**config.mk**
```make
export PLATFORM = sky130hd
export DESIGN_NAME = jam_cost_table_flat
export DESIGN_NICKNAME = d
export VERILOG_FILES = /design/src/rtl/jam_pkg.sv /design/src/rtl/jam_cost_table_if.sv /design/src/rtl/jam_cost_mem.sv /design/src/rtl/jam_cost_table.sv /design/src/flat_wrapper.sv
export SDC_FILE = /design/constraint.sdc
export NUM_CORES = 1
export LEC_CHECK = 0
export CAP_MARGIN = 20
export CELL_PAD_IN_SITES_DETAIL_PLACEMENT = 0
export CELL_PAD_IN_SITES_GLOBAL_PLACEMENT = 1
export CORE_ASPECT_RATIO = 0.6
export CORE_UTILIZATION = 40
export CTS_CLUSTER_SIZE = 8
export DETAILED_ROUTE_END_ITERATION = 7
export PLACE_DENSITY = 0.58
export SLEW_MARGIN = 10
export SYNTH_ARGS = -nofsm -noshare
export SYNTH_HDL_FRONTEND = slang
export SYNTH_SLANG_ARGS = --single-unit
```
**constraint.sdc**
```tcl
create_clock -name CLK -period 2.8 [get_ports CLK]
set_input_delay 0.56 -clock CLK [delete_from_list [all_inputs] [get_ports CLK]]
set_output_delay 0.56 -clock CLK [all_outputs]
set_load 0.02 [all_outputs]
```
**src/rtl/jam_pkg.sv**
```systemverilog
// Shared definitions for the JAM worker/job cost table: sizes, FSM state
// encoding, and address/parity helpers.
// Optional build macro: COST_PARITY_EN (even-parity check on loaded entries).
package jam_pkg;

  localparam int N      = 8;
  localparam int IDX_W  = 3;
  localparam int COST_W = 7;
  localparam int CNT_W  = 16;
  localparam int DEPTH  = N * N;
  localparam int PTR_W  = 2 * IDX_W;

  localparam logic [PTR_W-1:0] PTR_ZERO = {PTR_W{1'b0}};
  localparam logic [PTR_W-1:0] PTR_ONE  = {{(PTR_W-1){1'b0}}, 1'b1};
  localparam logic [PTR_W-1:0] PTR_LAST = {PTR_W{1'b1}};
  localparam logic [CNT_W-1:0] CNT_ZERO = {CNT_W{1'b0}};
  localparam logic [CNT_W-1:0] CNT_ONE  = {{(CNT_W-1){1'b0}}, 1'b1};
  localparam logic [CNT_W-1:0] CNT_MAX  = {CNT_W{1'b1}};
  localparam logic [COST_W-1:0] COST_ZERO = {COST_W{1'b0}};

  typedef enum logic [1:0] {
    IDLE  = 2'd0,
    LOAD  = 2'd1,
    SERVE = 2'd2,
    DONE  = 2'd3
  } jam_state_e;

  // Row-major table index w*N+j; N is a power of two so this is a concatenation.
  function automatic logic [PTR_W-1:0] idx(input logic [IDX_W-1:0] w,
                                           input logic [IDX_W-1:0] j);
    idx = {w, j};
  endfunction

  // Even-parity bit for a cost entry (makes the total count of ones even).
  function automatic logic even_par(input logic [COST_W-1:0] d);
    even_par = ^d;
  endfunction

endpackage

```
**src/rtl/jam_cost_table_if.sv**
```systemverilog
// Loader and engine signals of the JAM cost table grouped in one bundle.
// The table is the slave; the host loader / search engine side is the master.
// Optional build macro: COST_PARITY_EN adds load_par and par_err.
interface jam_cost_table_if;
  import jam_pkg::*;

  logic              load_valid;
  logic [COST_W-1:0] load_data;
  logic              load_ready;
  logic              reload;
  logic [IDX_W-1:0]  W;
  logic [IDX_W-1:0]  J;
  logic [COST_W-1:0] Cost;
  logic              Valid;
  logic              table_ready;
  logic              done;
  logic [CNT_W-1:0]  rd_count;
`ifdef COST_PARITY_EN
  logic              load_par;
  logic              par_err;

  modport slave (
    input  load_valid, load_data, load_par, reload, W, J, Valid,
    output load_ready, Cost, table_ready, done, rd_count, par_err
  );
  modport master (
    output load_valid, load_data, load_par, reload, W, J, Valid,
    input  load_ready, Cost, table_ready, done, rd_count, par_err
  );
`else
  modport slave (
    input  load_valid, load_data, reload, W, J, Valid,
    output load_ready, Cost, table_ready, done, rd_count
  );
  modport master (
    output load_valid, load_data, reload, W, J, Valid,
    input  load_ready, Cost, table_ready, done, rd_count
  );
`endif

endinterface

```
**src/rtl/jam_cost_mem.sv**
```systemverilog
// N*N x COST_W cost storage: one synchronous write port, one asynchronous
// read port. Contents are deliberately not reset; the FSM guarantees a full
// reload before any read is served.
module jam_cost_mem
  import jam_pkg::*;
(
  input  logic              clk,
  input  logic              we,
  input  logic [PTR_W-1:0]  waddr,
  input  logic [COST_W-1:0] wdata,
  input  logic [PTR_W-1:0]  raddr,
  output logic [COST_W-1:0] rdata
);

  logic [COST_W-1:0] mem_q [DEPTH];

  // Write one entry per accepted load beat.
  always_ff @(posedge clk) begin
    if (we) begin
      mem_q[waddr] <= wdata;
    end
  end

  assign rdata = mem_q[raddr];

endmodule

```
**src/rtl/jam_cost_table.sv**
```systemverilog
// JAM cost table responder: serially loads the 8x8 worker/job cost matrix
// over a valid/ready port, then answers (W,J) lookups combinationally until
// the search engine signals completion or a reload is requested.
// Optional build macro: COST_PARITY_EN (sticky even-parity error on loads).
module jam_cost_table
  import jam_pkg::*;
(
  input logic             CLK,
  input logic             RST,
  jam_cost_table_if.slave bus
);

  jam_state_e        state_q, state_d;
  logic [PTR_W-1:0]  ptr_q, ptr_d;
  logic [CNT_W-1:0]  rd_count_q, rd_count_d;
  logic              accept;
  logic [PTR_W-1:0]  rd_addr;
  logic [COST_W-1:0] rd_data;

  // Load beat handshake; a reload in the same cycle drops the beat.
  always_comb begin
    accept  = (state_q == LOAD) && bus.load_valid && !bus.reload;
    rd_addr = idx(bus.W, bus.J);
  end

  jam_cost_mem u_mem (
    .clk   (CLK),
    .we    (accept),
    .waddr (ptr_q),
    .wdata (bus.load_data),
    .raddr (rd_addr),
    .rdata (rd_data)
  );

  // State, load pointer and serve-cycle counter registers.
  always_ff @(posedge CLK or posedge RST) begin
    if (RST) begin
      state_q    <= IDLE;
      ptr_q      <= PTR_ZERO;
      rd_count_q <= CNT_ZERO;
    end else begin
      state_q    <= state_d;
      ptr_q      <= ptr_d;
      rd_count_q <= rd_count_d;
    end
  end

  // Next-state logic; reload overrides everything, including Valid.
  always_comb begin
    state_d    = state_q;
    ptr_d      = ptr_q;
    rd_count_d = rd_count_q;
    if (bus.reload) begin
      state_d    = LOAD;
      ptr_d      = PTR_ZERO;
      rd_count_d = CNT_ZERO;
    end else begin
      case (state_q)
        IDLE: begin
          state_d = LOAD;
          ptr_d   = PTR_ZERO;
        end
        LOAD: begin
          if (accept) begin
            if (ptr_q == PTR_LAST) begin
              state_d = SERVE;
              ptr_d   = PTR_ZERO;
            end else begin
              ptr_d = ptr_q + PTR_ONE;
            end
          end else begin
            ptr_d = ptr_q;
          end
        end
        SERVE: begin
          if (rd_count_q == CNT_MAX) begin
            rd_count_d = rd_count_q;
          end else begin
            rd_count_d = rd_count_q + CNT_ONE;
          end
          if (bus.Valid) begin
            state_d = DONE;
          end else begin
            state_d = SERVE;
          end
        end
        DONE: begin
          state_d = DONE;
        end
        default: begin
          state_d = IDLE;
          ptr_d   = PTR_ZERO;
        end
      endcase
    end
  end

  // Outputs decoded from the registered state; Cost is zero unless serving.
  always_comb begin
    bus.load_ready  = 1'b0;
    bus.table_ready = 1'b0;
    bus.done        = 1'b0;
    bus.Cost        = COST_ZERO;
    bus.rd_count    = rd_count_q;
    case (state_q)
      LOAD: begin
        bus.load_ready = 1'b1;
      end
      SERVE: begin
        bus.table_ready = 1'b1;
        bus.Cost        = rd_data;
      end
      DONE: begin
        bus.table_ready = 1'b1;
        bus.done        = 1'b1;
        bus.Cost        = rd_data;
      end
      default: begin
        bus.load_ready = 1'b0;
      end
    endcase
  end

`ifdef COST_PARITY_EN
  logic par_err_q, par_err_d;

  // Sticky parity error: set by any accepted entry with bad parity.
  always_comb begin
    par_err_d = par_err_q;
    if (bus.reload) begin
      par_err_d = 1'b0;
    end else if (accept && (bus.load_par != even_par(bus.load_data))) begin
      par_err_d = 1'b1;
    end else begin
      par_err_d = par_err_q;
    end
  end

  // Parity error flag register.
  always_ff @(posedge CLK or posedge RST) begin
    if (RST) begin
      par_err_q <= 1'b0;
    end else begin
      par_err_q <= par_err_d;
    end
  end

  assign bus.par_err = par_err_q;
`endif

endmodule

```
**src/flat_wrapper.sv**
```systemverilog
// flat-port wrapper written by rule: the top's interface ports become plain ports
module jam_cost_table_flat import jam_pkg::*;
  (CLK, RST, bus_load_valid, bus_load_data, bus_reload, bus_W, bus_J, bus_Valid, bus_load_ready, bus_Cost, bus_table_ready, bus_done, bus_rd_count);
  jam_cost_table_if bus_i ();
  input logic CLK;
  input logic RST;
  input wire logic [$bits(bus_i.load_valid)-1:0] bus_load_valid;
  input wire logic [$bits(bus_i.load_data)-1:0] bus_load_data;
  input wire logic [$bits(bus_i.reload)-1:0] bus_reload;
  input wire logic [$bits(bus_i.W)-1:0] bus_W;
  input wire logic [$bits(bus_i.J)-1:0] bus_J;
  input wire logic [$bits(bus_i.Valid)-1:0] bus_Valid;
  output wire logic [$bits(bus_i.load_ready)-1:0] bus_load_ready;
  output wire logic [$bits(bus_i.Cost)-1:0] bus_Cost;
  output wire logic [$bits(bus_i.table_ready)-1:0] bus_table_ready;
  output wire logic [$bits(bus_i.done)-1:0] bus_done;
  output wire logic [$bits(bus_i.rd_count)-1:0] bus_rd_count;
  assign bus_i.load_valid = bus_load_valid;
  assign bus_i.load_data = bus_load_data;
  assign bus_i.reload = bus_reload;
  assign bus_i.W = bus_W;
  assign bus_i.J = bus_J;
  assign bus_i.Valid = bus_Valid;
  assign bus_load_ready = bus_i.load_ready;
  assign bus_Cost = bus_i.Cost;
  assign bus_table_ready = bus_i.table_ready;
  assign bus_done = bus_i.done;
  assign bus_rd_count = bus_i.rd_count;
  jam_cost_table u_core (.CLK(CLK), .RST(RST), .bus(bus_i));
endmodule
```
==> results_dict.tcl, run 1 <==
set metrics [dict create \
    avgSynthCellArea_um2 19.2 \
    tightest_slew_ps 806 \
    grt-ovfl-total 0 \
    synth_common_cells "448 x edfxtp_1, 103 x nor2_1, 100 x mux4_2" \
    hpwl_um 32200 \
    drv_cap 0 \
    cts_tree "done" \
    drv_slew 0 \
    synth_top_area_share_pct 71.2 \
    swShare_pct 21.1 \
    leakagePower_nw 8.15 \
    cts_num_sinks 472 \
    die_w_um 283 \
    grt_pass1_wl_um 72200 \
    switchingPower_mw 3.41 \
    cpMostUsedCell "mux4_2" \
    startpoint "u_core.u_mem.mem_q[24][2]" \
    num_vias 10500 \
    dieArea_mm2 0.0481 \
    synthAdderAreaFrac_pct 0.132 \
    clk_latency_ps 570 \
    grt_pass1_vias 10400 \
    viasPerCell 5.44 \
    drt_iter0_drc 1004 \
    syn-instance-count 982 \
    slew_headroom_pct 46.3 \
    critical_path_class "register to output port" \
    cp_slowest_stage_delay_ps 480 \
    cp_slowest_cell "mux4_2" \
    path_cells "mux4_2 -> mux4_2 -> nand2b_4 -> a32o_2 -> buf_6" \
    ys.flop_type "edfxtp_1" \
    r2r_slack_ps 480 \
    synth_xor_area_share_pct 0.510 \
    p_int_mw 12.7 \
    ff2ff_path_depth 10 \
    reg2reg_to "u_core.u_mem.mem_q[30][2]" \
    ys_async_sr_fraction_pct 5.08 \
    p_comb_share_pct 6.5 \
    finClkSkew_ps 18.9 \
    ant_nets 0 \
    finalCriticalPeriod_ps 3040 \
    regArea_mm2 0.0141 \
    seq_area_frac_synth_pct 74.4 \
    setup_ws_ps -239 \
    yosys_register_bits 472 \
    drt-total-wl_um 49600 \
    antenna_found_initial 3 \
    synth_edf_count 448 \
    crit_arrival_ps 2480 \
    hold_viol 0 \
    clock_path_buffers 3 \
    violations "setup timing" \
    vdd_drop_max_mv 0.436 \
    finalNetCount 1296 \
    boundaryPins 44 \
    rows 61 \
    finalPower_mw 16.1 \
    multi_input_area_mm2 0.00496 \
    cts_buffers 68 \
    syn-num-nets 1002 \
    area_growth_pct 28.2 \
    crit_cells 5 \
    grt.total_usage_pct 21.3 \
    htreeDepth 3 \
    grt_max_degree 65 \
    critPathTopFamily "multiplexers" \
    crit_end "bus_Cost[2]" \
    rr_startpoint "u_core.state_q[1]" \
    drc 0 \
    synth_most_common_cell "edfxtp_1" \
    initial_core_util_pct 40.6 \
    cp_num_buf_inv 1 \
    crit_path_max_fanout 1 \
    n_fill_cell 3712 \
    cts.clk_slew.worst_paths_ps 50 \
    p_seq_share_pct 48.1 \
    hold_path.class "input pin to asynchronous set/reset pin" \
    core_mm2 0.0465 \
    yosysUniqueCellTypes 53 \
    antenna_cells 0 \
    gp_congestion 0.823 \
    die_h_um 170 \
    synth_compound_area_share_pct 3.19 \
    end_kind "output port" \
    drive_gt1_share_pct 39.1 \
    yosys-top-cells-area "edfxtp_1 71%, mux4_2 12%, dfrtp_1 3.2%" \
    yosys.area.top_type "edfxtp_1" \
    yosys_warnings 0 \
    worstPathRequired_ps 2240 \
    dp_slack_ps -826 \
    root_buffer "clkbuf_16" \
    setup_violations 6 \
    yosys-mux-area-fraction_pct 14.7 \
    synthSimpleGateAreaFrac_pct 5.46 \
    port_buffers 43 \
    startpoint_type "register" \
    fmax_ghz 0.329 \
    rsz0062_at_grt "true" \
    synth_top_family_by_area "multiplexers" \
    clock_power_share_pct 45.4 \
    syn_area_mm2 0.0189 \
    status "finished, violations left" \
    routedWlPerCell_um 25.7 \
    fin_crit_sh_pct 109 \
    cellPowerDensity_mw_per_mm2 667 \
    dr.pass1.iters 5 \
]
what timing repair did:
action | in CTS | in global routing
cloned | 3 | 1
resized for setup | 116 | 47
pin swaps | 16 | 14
hold buffers | 0 | 0
setup buffers | 32 | 20
endpoints found under the setup margin | 7 | 7
sequential cells by signal, summed over array words and instances (netlist names):
name / count
u_core.state_q: 2
u_core.u_mem.mem_q: 448
u_core.bus.rd_count: 16
u_core.ptr_q: 6
logic make-up after synthesis:
group	Yosys count
AND/OR/NAND/NOR	216
multiplexers	138
flip-flops	472
buffers and inverters	53
AO/OA/AOI/OAI	90
XOR/XNOR	11
adder cells (fa/ha/maj)	2
worst reg2reg max path: stages (launching register included):
cell	delay [ps]
dfrtp_1	400
buf_4	150
buf_4	160
nor3b_1	200
buf_4	160
nand2_1	50
nor2_1	190
nand3_1	110
buf_4	230
nor2_1	140
buf_4	210
routing by layer:
layer | GRT usage [%] | share of wire [%] | up-vias
li1 | - | - | 4577
met1 | 33.9 | 49 | 5481
met2 | 28.6 | 42 | 347
met3 | 5.01 | 7.1 | 79
met4 | 5.95 | 2.0 | 2
met5 | 0 | 0.020 | -
final cells by class:
class / count / share of cell area (%)
clock inverters: 5 / 0.212
flip-flops and latches: 472 / 58.0
repair buffers: 274 / 10.5
well taps: 630 / 3.25
multi-input cells: 457 / 20.5
inverters: 3 / 0.0465
clock buffers: 88 / 7.51
layout by cell type, fill, tap and decap left out, drive strengths merged, types with 3 or more instances in the layout:
master,instances
nand2b,11
and3,4
inv,7
mux2,13
nor3,7
clkbuf,89
a221o,3
edfxtp,448
a211o,5
a22oi,7
nor2,103
or2,4
nand2,31
nand3b,4
clkdlybuf4s50,24
xnor2,10
o21ai,15
buf,248
o22ai,18
a21oi,17
nor2b,9
nand3,16
a211oi,7
nor4,6
mux4,108
or4,3
or3,10
dfrtp,24
or3b,3
mux2i,17
o221ai,4
power by group through the flow:
stage / combinational (mW) / clock (mW) / sequential, mW
after floorplan: 0.411 / 0 / 7.90
after global placement: 0.864 / 0 / 7.90
after detailed placement: 0.869 / 0 / 7.90
after CTS: 0.995 / 7.49 / 7.77
after global routing: 1.11 / 7.76 / 7.77
final: 1.05 / 7.33 / 7.77
stage by stage:
stage / hold slack (ps) / instance area [µm²] / utilization, % / cells / setup TNS [ps]
2_1_floorplan: 511 / 18900 / - / 982 / 0
3_3_place_gp: 558 / 21300 / 45.8 / 1785 / -5380
3_5_place_dp: 567 / 21300 / 45.8 / 1785 / -5470
4_1_cts: 336 / 23900 / 51.4 / 1913 / -746
5_1_grt: 409 / 24200 / 52.1 / 1929 / -956
6_report: 345 / 24200 / 52.1 / 1929 / -602
how the worst min path moves through the flow:
stage | to | slack (ps) | cells past startpoint
after global placement | u_core.ptr_q[0] | 560 | 1
final | u_core.state_q[0] | 340 | 3
after floorplan | u_core.ptr_q[0] | 510 | 1
after global routing | u_core.state_q[0] | 410 | 3
after CTS | u_core.state_q[0] | 340 | 3
after detailed placement | u_core.bus.rd_count[10] | 570 | 2
No activity file was read; power rests on OpenSTA's default activity.
==> inputs of run 2 (changes only) <==
- ABC_CLOCK_PERIOD_IN_PS: default -> 2800
==> results of run 2 <==
The final DEF is identical to that of run 1; final timing and power are the same.
==> inputs of run 3 (changes only) <==
- CORE_MARGIN: default -> 5
- MAX_ROUTING_LAYER: default -> met4
==> results_dict.tcl, run 3 (synthesis results as in run 1) <==
set metrics [dict create \
    routedWlPerCell_um 26.9 \
    hpwl_um 33300 \
    finalNetCount 1248 \
    grt_pass1_vias 10400 \
    cts_tree "done" \
    end_kind "output port" \
    root_buffer "clkbuf_16" \
    die_h_um 178 \
    final_cells 1886 \
    antenna_found_initial 0 \
    hold_path.class "input pin to asynchronous set/reset pin" \
    setup_violations 6 \
    largest_register_ffs 448 \
    multi_input_area_mm2 0.00477 \
    worstPathRequired_ps 2240 \
    n_fill_cell 3761 \
    drt-total-wl_um 50700 \
    drive_gt1_share_pct 34.8 \
    violations "setup timing" \
    cp_slowest_stage_delay_ps 490 \
    crit_arrival_ps 2470 \
    dp_cells 1768 \
    dpl-instance-area_mm2 0.0212 \
    cts.clk_slew.worst_paths_ps 50 \
    tightest_slew_ps 757 \
    core_mm2 0.0465 \
    finalCriticalPeriod_ps 3030 \
    rows 61 \
    viasPerCell 5.52 \
    grt.total_usage_pct 20.4 \
    dieArea_mm2 0.0518 \
    final_cell_mix "448 x edfxtp_1, 152 x buf_4, 103 x mux4_2" \
    fmax_ghz 0.330 \
    area_growth_pct 25.2 \
    drt_iter0_drc 1156 \
    cellPowerDensity_mw_per_mm2 680 \
    drv_cap 0 \
    path_cells "mux4_2 -> mux4_2 -> nand2b_4 -> a32o_2 -> buf_6" \
    antenna_cells 0 \
    grt-ovfl-total 0 \
    critical_path_class "register to output port" \
    rsz0062_at_grt "true" \
    die_w_um 291 \
    grt_pass1_wl_um 74100 \
    boundaryPins 44 \
    cts_buffers 68 \
    cp_num_buf_inv 1 \
    vdd_drop_max_mv 0.607 \
    slew_headroom_pct 49.6 \
    status "finished, violations left" \
    cp_slowest_cell "mux4_2" \
    clock_path_buffers 3 \
    cts_num_sinks 472 \
    ant_nets 0 \
    final_common_cell "edfxtp_1" \
    fin_crit_sh_pct 108 \
    leakagePower_nw 7.89 \
    startpoint_type "register" \
    finalPower_mw 16.1 \
    htreeDepth 3 \
    design_area_mm2 0.0236 \
    finClkSkew_ps 16.4 \
    clk_latency_ps 570 \
    regArea_mm2 0.0141 \
    critPathTopFamily "multiplexers" \
    regMostFlops "u_core.u_mem.mem_q" \
    dp_slack_ps -966 \
    drc 0 \
    drv_slew 0 \
    gp_congestion 0.832 \
    cpMostUsedCell "mux4_2" \
    dr.pass1.iters 5 \
    hold_viol 0 \
    port_buffers 43 \
    num_vias 10400 \
    grt_max_degree 39 \
    crit_path_max_fanout 1 \
    initial_core_util_pct 40.6 \
    setup_ws_ps -232 \
]
## run 3: cell count changes in the layout (fill, tap and decap cells not counted), sizes merged
cell and delta:
buf -50, inv -1, clkbuf +4, dlygate4sd2 +1, bufbuf +2, clkinv +1
## run 3: per-stage QoR
step	util (%)	hold WS [ps]	TNS (ps)
after floorplan	-	511	0
after global placement	45.6	549	-6390
after detailed placement	45.6	551	-6300
after CTS	50.3	328	-1130
after global routing	50.9	370	-1150
final	50.9	350	-739
## run 3: worst register-to-register path, cell delays in order (launching register included)
cell and delay (ps):
dfrtp_1 430, buf_4 200, nor3b_1 230, buf_4 170
nand2_1 50, nor2_1 210, nand3_1 170, buf_12 200
nor2_1 250, buf_4 220
## run 3: repair_timing
action,in CTS,in global routing
setup endpoints to repair,7,7
pin swaps,13,12
resized for setup,91,31
buffers inserted,5,13
hold buffers,0,0
cloned,4,0
## run 3: path summary, 6_finish.rpt
| kind | from | to | slack, ps | cells after the start |
|---|---|---|---|---|
| min in group CLK | bus_load_data[4] | u_core.u_mem.mem_q[28][4] | 530 | 1 |
| max in group asynchronous | RST | u_core.bus.rd_count[6] | 2160 | 3 |
| min reg2reg | u_core.ptr_q[0] | u_core.ptr_q[0] | 560 | 1 |
| max reg2reg | u_core.state_q[1] | u_core.u_mem.mem_q[30][5] | 390 | 9 |
| max | u_core.u_mem.mem_q[10][2] | bus_Cost[2] | -230 | 5 |
| min | RST | u_core.ptr_q[1] | 350 | 3 |
## run 3: where the power goes
part | switching, mW | leakage, nW | internal (mW)
clock network | 2.88 | 0.906 | 4.47
logic | 0.528 | 2.63 | 0.419
registers | 0.0158 | 4.36 | 7.76
## run 3: metal layers
| metal | GRT usage, % | vias up | wire [µm] |
|---|---|---|---|
| met1 | 32.4 | 5438 | 25500 |
| met5 | - | - | 0 |
| met3 | 5.41 | 65 | 4080 |
| met2 | 26.2 | 398 | 20400 |
| met4 | 3.88 | 0 | 734 |
| li1 | - | 4507 | - |
## run 3: layout make-up
| class | count | share of cell area [%] |
|---|---|---|
| Sequential cell | 472 | 59.4 |
| Multi-Input combinational cell | 457 | 20.2 |
| Timing Repair Buffer | 226 | 9.07 |
| Clock buffer | 93 | 7.68 |
| Tap cell | 630 | 3.33 |
| Clock inverter | 5 | 0.249 |
| Inverter | 3 | 0.0476 |
